===== config.mk =====
export PLATFORM = sky130hd
export DESIGN_NAME = mem_arbiter
export DESIGN_NICKNAME = d
export VERILOG_FILES = /design/src/rtl/mem_arbiter_pkg.sv /design/src/rtl/mem_arb_pick.sv /design/src/rtl/mem_arbiter.sv
export SDC_FILE = /design/constraint.sdc
export NUM_CORES = 1
export LEC_CHECK = 0
export BUFFER_PORTS_ARGS = -buffer_cell sky130_fd_sc_hd__buf_4
export CORE_AREA = 2 2 288 290
export DETAILED_ROUTE_END_ITERATION = 8
export DIE_AREA = 0 0 290 292
export PLACE_DENSITY = 0.53
export SLEW_MARGIN = 20
export SYNTH_ARGS = -nofsm -noshare
export SYNTH_HDL_FRONTEND = slang
export SYNTH_HIERARCHICAL = 1
export SYNTH_SLANG_ARGS = --single-unit
export TNS_END_PERCENT = 5

===== constraint.sdc =====
create_clock -name clk -period 45.5 [get_ports clk]
set_clock_uncertainty 0.2 [all_clocks]
set_input_delay 9.1 -clock clk [delete_from_list [all_inputs] [get_ports clk]]
set_output_delay 9.1 -clock clk [all_outputs]
set_load 0.03 [all_outputs]

===== src/rtl/mem_arbiter_pkg.sv =====
// Shared encodings and sizes for the main-memory arbiter between the iCache and dCache.
// Optional round-robin priority is selected with the MEM_ARB_RR_EN macro.
package mem_arbiter_pkg;

    localparam int CACHE_LINE_SIZE = 128;
    localparam int DTAG_SIZE       = 22;
    localparam int INDEX_SIZE      = 6;
    localparam int LINE_ADDR_SIZE  = DTAG_SIZE + INDEX_SIZE;
    localparam int ARB_TIMEOUT     = 255;

    typedef enum logic [1:0] {
        ARB_IDLE  = 2'd0,
        ARB_GNT_I = 2'd1,
        ARB_GNT_D = 2'd2,
        ARB_DRAIN = 2'd3
    } arb_state_t;

    // Watchdog stops at its ceiling so a very long stall cannot wrap it.
    function automatic logic [7:0] wd_step(input logic [7:0] wd);
        return (wd == 8'hFF) ? wd : wd + 8'd1;
    endfunction

endpackage


===== src/rtl/mem_arb_pick.sv =====
// Combinational winner selection for the memory arbiter.
// MEM_ARB_RR_EN: simultaneous requests alternate based on the last served requester.
module mem_arb_pick
    import mem_arbiter_pkg::*;
(
    input  logic i_req,
    input  logic d_req,
`ifdef MEM_ARB_RR_EN
    input  logic last_d,
`endif
    output logic win_i,
    output logic win_d
);

    always_comb begin
        win_i = 1'b0;
        win_d = 1'b0;
`ifdef MEM_ARB_RR_EN
        if (i_req && d_req) begin
            win_i = last_d;
            win_d = ~last_d;
        end else begin
            win_i = i_req;
            win_d = d_req;
        end
`else
        win_d = d_req;
        win_i = i_req & ~d_req;
`endif
    end

endmodule


===== src/rtl/mem_arbiter.sv =====
// Arbitrates one line-wide memory port between iCache refills and dCache refill/write-back.
// MEM_ARB_RR_EN selects round-robin instead of fixed dCache priority.
module mem_arbiter
    import mem_arbiter_pkg::*;
#(
    parameter int LINE_W  = CACHE_LINE_SIZE,
    parameter int ADDR_W  = LINE_ADDR_SIZE,
    parameter int TIMEOUT = ARB_TIMEOUT
) (
    input  logic              clk,
    input  logic              rst,
    input  logic              i_mem_read,
    input  logic [ADDR_W-1:0] i_addr,
    output logic [LINE_W-1:0] i_line,
    output logic              i_ready,
    input  logic              d_mem_read,
    input  logic              d_mem_write,
    input  logic [ADDR_W-1:0] d_addr,
    input  logic [LINE_W-1:0] d_wline,
    output logic [LINE_W-1:0] d_line,
    output logic              d_ready,
    output logic              m_read,
    output logic              m_write,
    output logic [ADDR_W-1:0] m_addr,
    output logic [LINE_W-1:0] m_wline,
    input  logic [LINE_W-1:0] m_rline,
    input  logic              m_ready,
    output logic              arb_err
);

    arb_state_t        state, state_n;
    logic              m_read_n, m_write_n, i_ready_n, d_ready_n, err_n;
    logic [ADDR_W-1:0] m_addr_n;
    logic [LINE_W-1:0] m_wline_n, i_line_n, d_line_n;
    logic [7:0]        wd, wd_n;
    logic              win_i, win_d;

`ifdef MEM_ARB_RR_EN
    logic last_d, last_d_n;
`endif

    mem_arb_pick u_pick (
        .i_req (i_mem_read),
        .d_req (d_mem_read | d_mem_write),
`ifdef MEM_ARB_RR_EN
        .last_d(last_d),
`endif
        .win_i (win_i),
        .win_d (win_d)
    );

    always_ff @(posedge clk or posedge rst) begin
        if (rst) begin
            state   <= ARB_IDLE;
            m_read  <= 1'b0;
            m_write <= 1'b0;
            m_addr  <= '0;
            m_wline <= '0;
            i_line  <= '0;
            d_line  <= '0;
            i_ready <= 1'b0;
            d_ready <= 1'b0;
            wd      <= '0;
            arb_err <= 1'b0;
`ifdef MEM_ARB_RR_EN
            last_d  <= 1'b0;
`endif
        end else begin
            state   <= state_n;
            m_read  <= m_read_n;
            m_write <= m_write_n;
            m_addr  <= m_addr_n;
            m_wline <= m_wline_n;
            i_line  <= i_line_n;
            d_line  <= d_line_n;
            i_ready <= i_ready_n;
            d_ready <= d_ready_n;
            wd      <= wd_n;
            arb_err <= err_n;
`ifdef MEM_ARB_RR_EN
            last_d  <= last_d_n;
`endif
        end
    end

    always_comb begin
        state_n   = state;
        m_read_n  = m_read;
        m_write_n = m_write;
        m_addr_n  = m_addr;
        m_wline_n = m_wline;
        i_line_n  = i_line;
        d_line_n  = d_line;
        i_ready_n = 1'b0;
        d_ready_n = 1'b0;
        wd_n      = wd;
        err_n     = arb_err;
`ifdef MEM_ARB_RR_EN
        last_d_n  = last_d;
`endif
        case (state)
            ARB_IDLE: begin
                wd_n = '0;
                if (win_d) begin
                    // A held write-back goes out before any refill of the same cache.
                    state_n   = ARB_GNT_D;
                    m_addr_n  = d_addr;
                    m_wline_n = d_wline;
                    m_write_n = d_mem_write;
                    m_read_n  = ~d_mem_write;
                end else if (win_i) begin
                    state_n   = ARB_GNT_I;
                    m_addr_n  = i_addr;
                    m_wline_n = '0;
                    m_write_n = 1'b0;
                    m_read_n  = 1'b1;
                end else begin
                    m_read_n  = 1'b0;
                    m_write_n = 1'b0;
                    m_addr_n  = '0;
                    m_wline_n = '0;
                end
            end
            ARB_GNT_I, ARB_GNT_D: begin
                if (m_ready) begin
                    if (state == ARB_GNT_I) begin
                        i_line_n  = m_rline;
                        i_ready_n = 1'b1;
                    end else begin
                        if (m_read)
                            d_line_n = m_rline;
                        d_ready_n = 1'b1;
                    end
                    m_read_n  = 1'b0;
                    m_write_n = 1'b0;
                    wd_n      = '0;
                    state_n   = ARB_DRAIN;
`ifdef MEM_ARB_RR_EN
                    last_d_n  = (state == ARB_GNT_D);
`endif
                end else begin
                    // Timeout only flags the stall; the grant keeps waiting for memory.
                    wd_n = wd_step(wd);
                    if (int'(wd) + 1 >= TIMEOUT)
                        err_n = 1'b1;
                end
            end
            ARB_DRAIN: state_n = ARB_IDLE;
            default:   state_n = ARB_IDLE;
        endcase
    end

endmodule


==> metrics.md, run 1 <==
| Metric | Value |
|---|---|
| Status | finished, final reports clean |
| DR DRC count | 0 |
| Critical path startpoint category | input pin |
| Synthesized area per cell | around 13 sq um |
| Metal2 WL | 28670 microns |
| Initial core utilization | 0.2094 |
| # hold bufs at CTS | 0 |
| Cell variety after synth | 44 |
| Power, Total | approximately 0.0021 W |
| Relative slew slack | 0.3035 |
| Mapped Cells | roughly 1300 |
| Critical Path Start | m_ready |
| Synth Register Bits | around 430 |
| CTS buffer count | 51 |
| CTS-repair resized insts | 0 |
| Worst Hold Class | flip-flop to flip-flop |
| Worst endpoint data arrival time | roughly 12000 ps |
| GRT overflow | 0 |
| Die H | between 200 and 300 microns |
| Pin count of the biggest net entering global routing | 105 |
| Most used cell, CP | buf_4 |
| EDFF count, synth | 0 |
| Crit-path cells | buf_4 -> nand2_2 -> nor2_2 -> nand2_4 -> buf_4 -> buf_4 -> mux2_2 |
| Pwr Density | 83.97 nW/um^2 |
| CTS tree | built |
| Max Cap Violations | 0 |
| Vias in the first global route | ~13000 |
| Worst-path maximum fanout | 48 |
| Number of cells on the worst reg-to-reg path | 8 |
| Netlist Area Pre-Place | 17080 sq um |
| Post-Route WL | 56170 microns |
| Worst R2R End | d_line[126] |
| Syn_nets | 1639 |
| Endpoints failing hold | 0 |
| Final setup TNS | 0 ps |
| Max layer used | met5 |
| Antenna-violating nets left | 0 |
| Setup Viol. Count Final | 0 |
| First-pass GRT wire length | 84210 microns |
| Worst setup endpoint | d_line[126] |
| Cell Area, Placed | ~24000 sq um |
| Req. time, crit path | 45760 ps |
| Average wire per standard cell | 17.81 microns |
| Leak | 12.60 nW |
| Nets | 2363 |
| Crit end category | flip-flop |
| Leading cell type in the layout, fill and taps excluded | buf_4 |
| CP max stage delay | 830 ps |
| Share of layout cells above drive strength 1 | 0.5259 |
| Routed met3 length | 3661 microns |
| Post-synth ARST share | 1.000 |
| Slew at the pin with the worst max-slew slack | roughly 1000 ps |
| Clock sinks | 427 |
| First-pass detailed-route iteration total | 5 |
| Post-layout min period | 11880 ps |
| Clock-pin slew on the worst setup and hold paths | 50 ps |
| Maximum vdd drop | 0.00004592 V |
| Via density | 3.999 |
| R2R Setup Slk | roughly 41000 ps |
| R2r startpoint | state[1] |
| Clock Tree Root | clkbuf_16 |
| Final worst path period share | 0.2611 |
| Final Cell Area | between 20000 and 30000 sq um |
| Clk buf depth | 3 |
| Die Width | 290 microns |
| Synthesis Warnings | 6 |
| Via Count | approximately 13000 |
| Critical setup path kind | input pin to flip-flop |
| Initial antenna violation count | 3 |
| Clk_lat worst skew | 580 ps |
| Port Buffers | 734 |
| Critical Path Slowest Stage Cell | buf_4 |
| Max Fclk | 0.08419 GHz |
| Die ar. | 84680 sq um |
| DRT met1 WL | about 22000 microns |
| Area growth syn-to-layout | 48.30% |
| Gr usage total | 0.1274 |
| Row count | 105 |
| CTS H-tree depth | 2 |
| Unrepaired setup endpoints after global routing | no |
| Core Region | 81580 sq um |
| Final HPWL DP | 41590 microns |
| Routability congestion estimate from global placement | 0.9185 |
| IO Count | 735 |
| Iter 0 DRT Violations | just over 500 |
| Post-synth top flop | dfrtp_1 |
| Commonest non-fill, non-tap cells in the layout | 746 x buf_4, 427 x dfrtp_1, 138 x o21ai_0, 138 x nand2_1, 136 x mux2_2 |
| Max-slew violation count | 0 |
| Register area share after synthesis | 0.6255 |
| Setup repair bufs after CTS | 0 |
-- worst min-delay path by stage --
stage | slack [ps] | endpoint | from | cells past startpoint
after global placement | 290 | i_line[19] | i_line[19] | 1
after floorplan | 290 | wd[1] | wd[1] | 2
after detailed placement | 290 | i_line[38] | i_line[38] | 1
final | 300 | i_line[108] | i_line[108] | 1
after global routing | 310 | i_line[80] | i_line[80] | 1
after CTS | 310 | i_line[38] | i_line[38] | 1
-- sequential cells by signal, indices dropped and copies added, names as in the netlist --
| register | cells |
|---|---|
| d_line | 128 |
| i_line | 128 |
| m_wline | 128 |
| m_addr | 28 |
| wd | 8 |
| state | 2 |
| arb_err | 1 |
| d_ready | 1 |
| i_ready | 1 |
| m_read | 1 |
| m_write | 1 |
-- power by group --
group          total (W)  switching [W]  internal, W  leakage, nW
Clock           0.000413       0.000166     0.000247        0.835
Sequential      0.000671       0.000108     0.000563         5.23
Combinational    0.00104       0.000626     0.000417         6.54
-- metal layers --
layer | GRT usage | vias up
met1 | 0.1464 | 6196
met3 | 0.03456 | 102
li1 | - | 5840
met5 | 0 | -
met4 | 0.04637 | 2
met2 | 0.2263 | 474
-- synth_stat cells, types with 4 or more instances --
cell / n / area, sq um
nand3_1: 4 / 20.02
mux2_4: 120 / 1802
nor2_1: 36 / 135.1
nor2b_1: 4 / 25.02
inv_1: 135 / 506.7
o21ai_0: 138 / 690.7
mux2_2: 136 / 1531
buf_6: 15 / 168.9
o22ai_1: 4 / 25.02
a21oi_1: 34 / 170.2
dfrtp_1: 427 / 10690
buf_2: 34 / 170.2
a22oi_1: 27 / 202.7
ha_1: 4 / 50.05
clkbuf_1: 20 / 75.07
nand2_1: 140 / 525.5
-- cell families after synthesis --
| kind of cell | count (synthesis) | synth area share |
|---|---|---|
| buffers and inverters | 210 | 0.05559 |
| XOR/XNOR | 2 | 0.001026 |
| multiplexers | 257 | 0.1957 |
| flip-flops | 427 | 0.6255 |
| adder cells (fa/ha/maj) | 4 | 0.002930 |
| AO/OA/AOI/OAI | 217 | 0.07127 |
| AND/OR/NAND/NOR | 200 | 0.04798 |
-- worst max-delay path: cells and delay by family --
| family | cells | cell delay (ps) |
|---|---|---|
| muxes | 1 | 410 |
| and+or+nand+nor | 3 | 660 |
| buffers and inverters | 3 | 1770 |
-- layout make-up --
cell class | count | area, sq um
clock buffer | 77 | 1474
antenna | 2 | 5.005
fill | 8339 | 56250
sequential | 427 | 10690
multi-input combinational | 680 | 5485
timing repair buffer | 746 | 5600
clock inverter | 17 | 231.5
tap | 1070 | 1339
inverter | 135 | 514.2
-- metrics by stage --
step	instances	setup slack [ps]	utilization	hold slack, ps
6_report	3154	33620	0.3105	304.0
5_1_grt	3153	33210	0.3105	313.8
4_1_cts	3152	33610	0.3105	307.1
3_5_place_dp	3058	32950	0.2896	293.7
3_3_place_gp	3058	33020	0.2895	290.0
2_1_floorplan	1317	24310	-	290.7
Power figures use the tool's default switching activity.
==> inputs of run 2 (changes only) <==
==> constraint.sdc (replaced) <==
create_clock -name clk -period 12.45 [get_ports clk]
set_clock_uncertainty 0.2 [all_clocks]
set_input_delay 2.49 -clock clk [delete_from_list [all_inputs] [get_ports clk]]
set_output_delay 2.49 -clock clk [all_outputs]
set_load 0.03 [all_outputs]
==> metrics.md, run 2 (same netlist as run 1, synthesis figures left out) <==
| Metric | Value |
|---|---|
| Psw | between 0.003 and 0.004 W |
| Clock Tree Root | clkbuf_16 |
| Worst R2R End | i_line[80] |
| CP max stage delay | 700 ps |
| Comb pwr share | 0.492 |
| Sw frac | 0.4247 |
| First-pass detailed-route iteration total | 5 |
| Clock power frac | 0.192 |
| Area of the multi-input gates | 5485 sq um |
| Crit end category | flip-flop |
| Seq pwr share | 0.316 |
| Area growth syn-to-layout | 48.58% |
| Critical Path Slowest Stage Cell | buf_4 |
| CTS buffer count | 53 |
| R2R Setup Slk | 9150 ps |
| Die H | 292 microns |
| Final setup TNS | 0 ps |
| Initial core utilization | 0.2094 |
| Clk buf depth | 3 |
| Fillers | roughly 8300 |
| Die Width | about 290 microns |
| Unrepaired setup endpoints after global routing | no |
| Max-slew violation count | 0 |
| Slew at the pin with the worst max-slew slack | about 1100 ps |
| Clock-pin slew on the worst setup and hold paths | 60 ps |
| Antenna-violating nets left | 0 |
| # hold bufs at CTS | 0 |
| Nets | 2365 |
| Final HPWL DP | around 41000 microns |
| Max Fclk | 0.2164 GHz |
| Gr usage total | 0.1291 |
| Initial antenna violation count | 4 |
| Req. time, crit path | 12720 ps |
| DR DRC count | 0 |
| Via Count | 12610 |
| Final Cell Area | 25380 sq um |
| Worst endpoint data arrival time | 4890 ps |
| Row count | 105 |
| Clock sinks | 427 |
| Post-layout min period | 4621 ps |
| R2r startpoint | state[1] |
| Sequential Area | 10690 sq um |
| Port Buffers | 734 |
| Vias in the first global route | 13500 |
| Power, Total | 0.007769 W |
| Average wire per standard cell | 17.92 microns |
| Leading cell type in the layout, fill and taps excluded | buf_4 |
| Hold-critical path depth | 1 |
| Clk_lat worst skew | 570 ps |
| Internal power | approximately 0.0045 W |
| Critical path startpoint category | input pin |
| CTS H-tree depth | 2 |
| Leak | 12.62 nW |
| Maximum vdd drop | approximately 0.00016 V |
| CTS-repair resized insts | 0 |
| Crit-path cells | buf_4 -> nand2_4 -> buf_4 -> buf_4 -> mux2_2 |
| Pwr Density | 306.1 nW/um^2 |
| Post-Route WL | about 57000 microns |
| Number of cells on the worst reg-to-reg path | 6 |
| GRT overflow | 0 |
| Pin count of the biggest net entering global routing | 180 |
| Die ar. | 84680 sq um |
| First-pass GRT wire length | 84960 microns |
| Share of layout cells above drive strength 1 | 0.5269 |
| Iter 0 DRT Violations | between 400 and 500 |
| Critical setup path kind | input pin to flip-flop |
| Setup repair bufs after CTS | 0 |
| Via density | 3.997 |
| Largest regs | d_line: 128 flops, i_line: 128 flops, m_wline: 128 flops |
| Relative slew slack | 0.2843 |
| Core Region | 81580 sq um |
| Min-Delay Endpoint | i_line[57] |
| Status | finished, final reports clean |
| Endpoints failing hold | 0 |
| IO Count | 735 |
| Worst-path maximum fanout | 53 |
| Most used cell, CP | buf_4 |
| Routability congestion estimate from global placement | 0.8779 |
| Setup Viol. Count Final | 0 |
| Max Cap Violations | 0 |
| Final worst path period share | 0.3712 |
| Commonest non-fill, non-tap cells in the layout | 742 x buf_4, 427 x dfrtp_1, 138 x o21ai_0, 138 x nand2_1, 136 x mux2_2 |
| Hold Startpoint | i_line[57] |
| Worst Hold Class | flip-flop to flip-flop |
| CTS tree | built |
| Cell Area, Placed | 23650 sq um |
run 2: cell type report:
class | instances | area share
sequential | 427 | 0.4210
tap | 1070 | 0.05275
antenna | 1 | 0.00009859
multi-input combinational | 680 | 0.2161
clock inverter | 15 | 0.005472
timing repair buffer | 746 | 0.2229
clock buffer | 81 | 0.06152
inverter | 135 | 0.02011
run 2: power groups by stage:
stage          Clock (W)  Sequential, W  Combinational [W]
2_1_floorplan          0        0.00369            0.00107
3_3_place_gp           0        0.00245            0.00383
3_5_place_dp           0        0.00247            0.00387
4_1_cts          0.00155        0.00246            0.00388
5_1_grt          0.00161        0.00254            0.00404
6_report         0.00149        0.00245            0.00383
run 2: through the flow:
step	cells	hold slack [ps]	worst slack, ps	utilization
5_1_grt	3154	316.0	7544	0.3111
3_5_place_dp	3057	292.4	7157	0.2899
3_3_place_gp	3057	290.9	7199	0.2898
4_1_cts	3153	306.9	7814	0.3107
2_1_floorplan	1317	290.7	3997	-
6_report	3155	302.7	7829	0.3111
run 2: worst max path at each step:
stage          slack [ps]  depth (start not counted)    endpoint  startpoint
6_report             7830                          5  i_line[80]     m_ready
5_1_grt              7540                          6  d_line[39]         rst
4_1_cts              7810                          5  d_line[23]         rst
3_5_place_dp         7160                          5  d_line[24]         rst
3_3_place_gp         7200                          5  i_line[96]     m_ready
2_1_floorplan        4000                          1     arb_err         rst
run 2: critical path, delay by kind of cell:
kind	cells	cell delay (ps)
AND/OR/NAND/NOR	1	460
multiplexers	1	400
buffers and inverters	3	1450
run 2: routing by layer:
layer	routed length, microns	global-route usage
met4	2460	0.06009
met3	4572	0.04377
met1	21360	0.1457
met5	37	0
met2	28100	0.2200
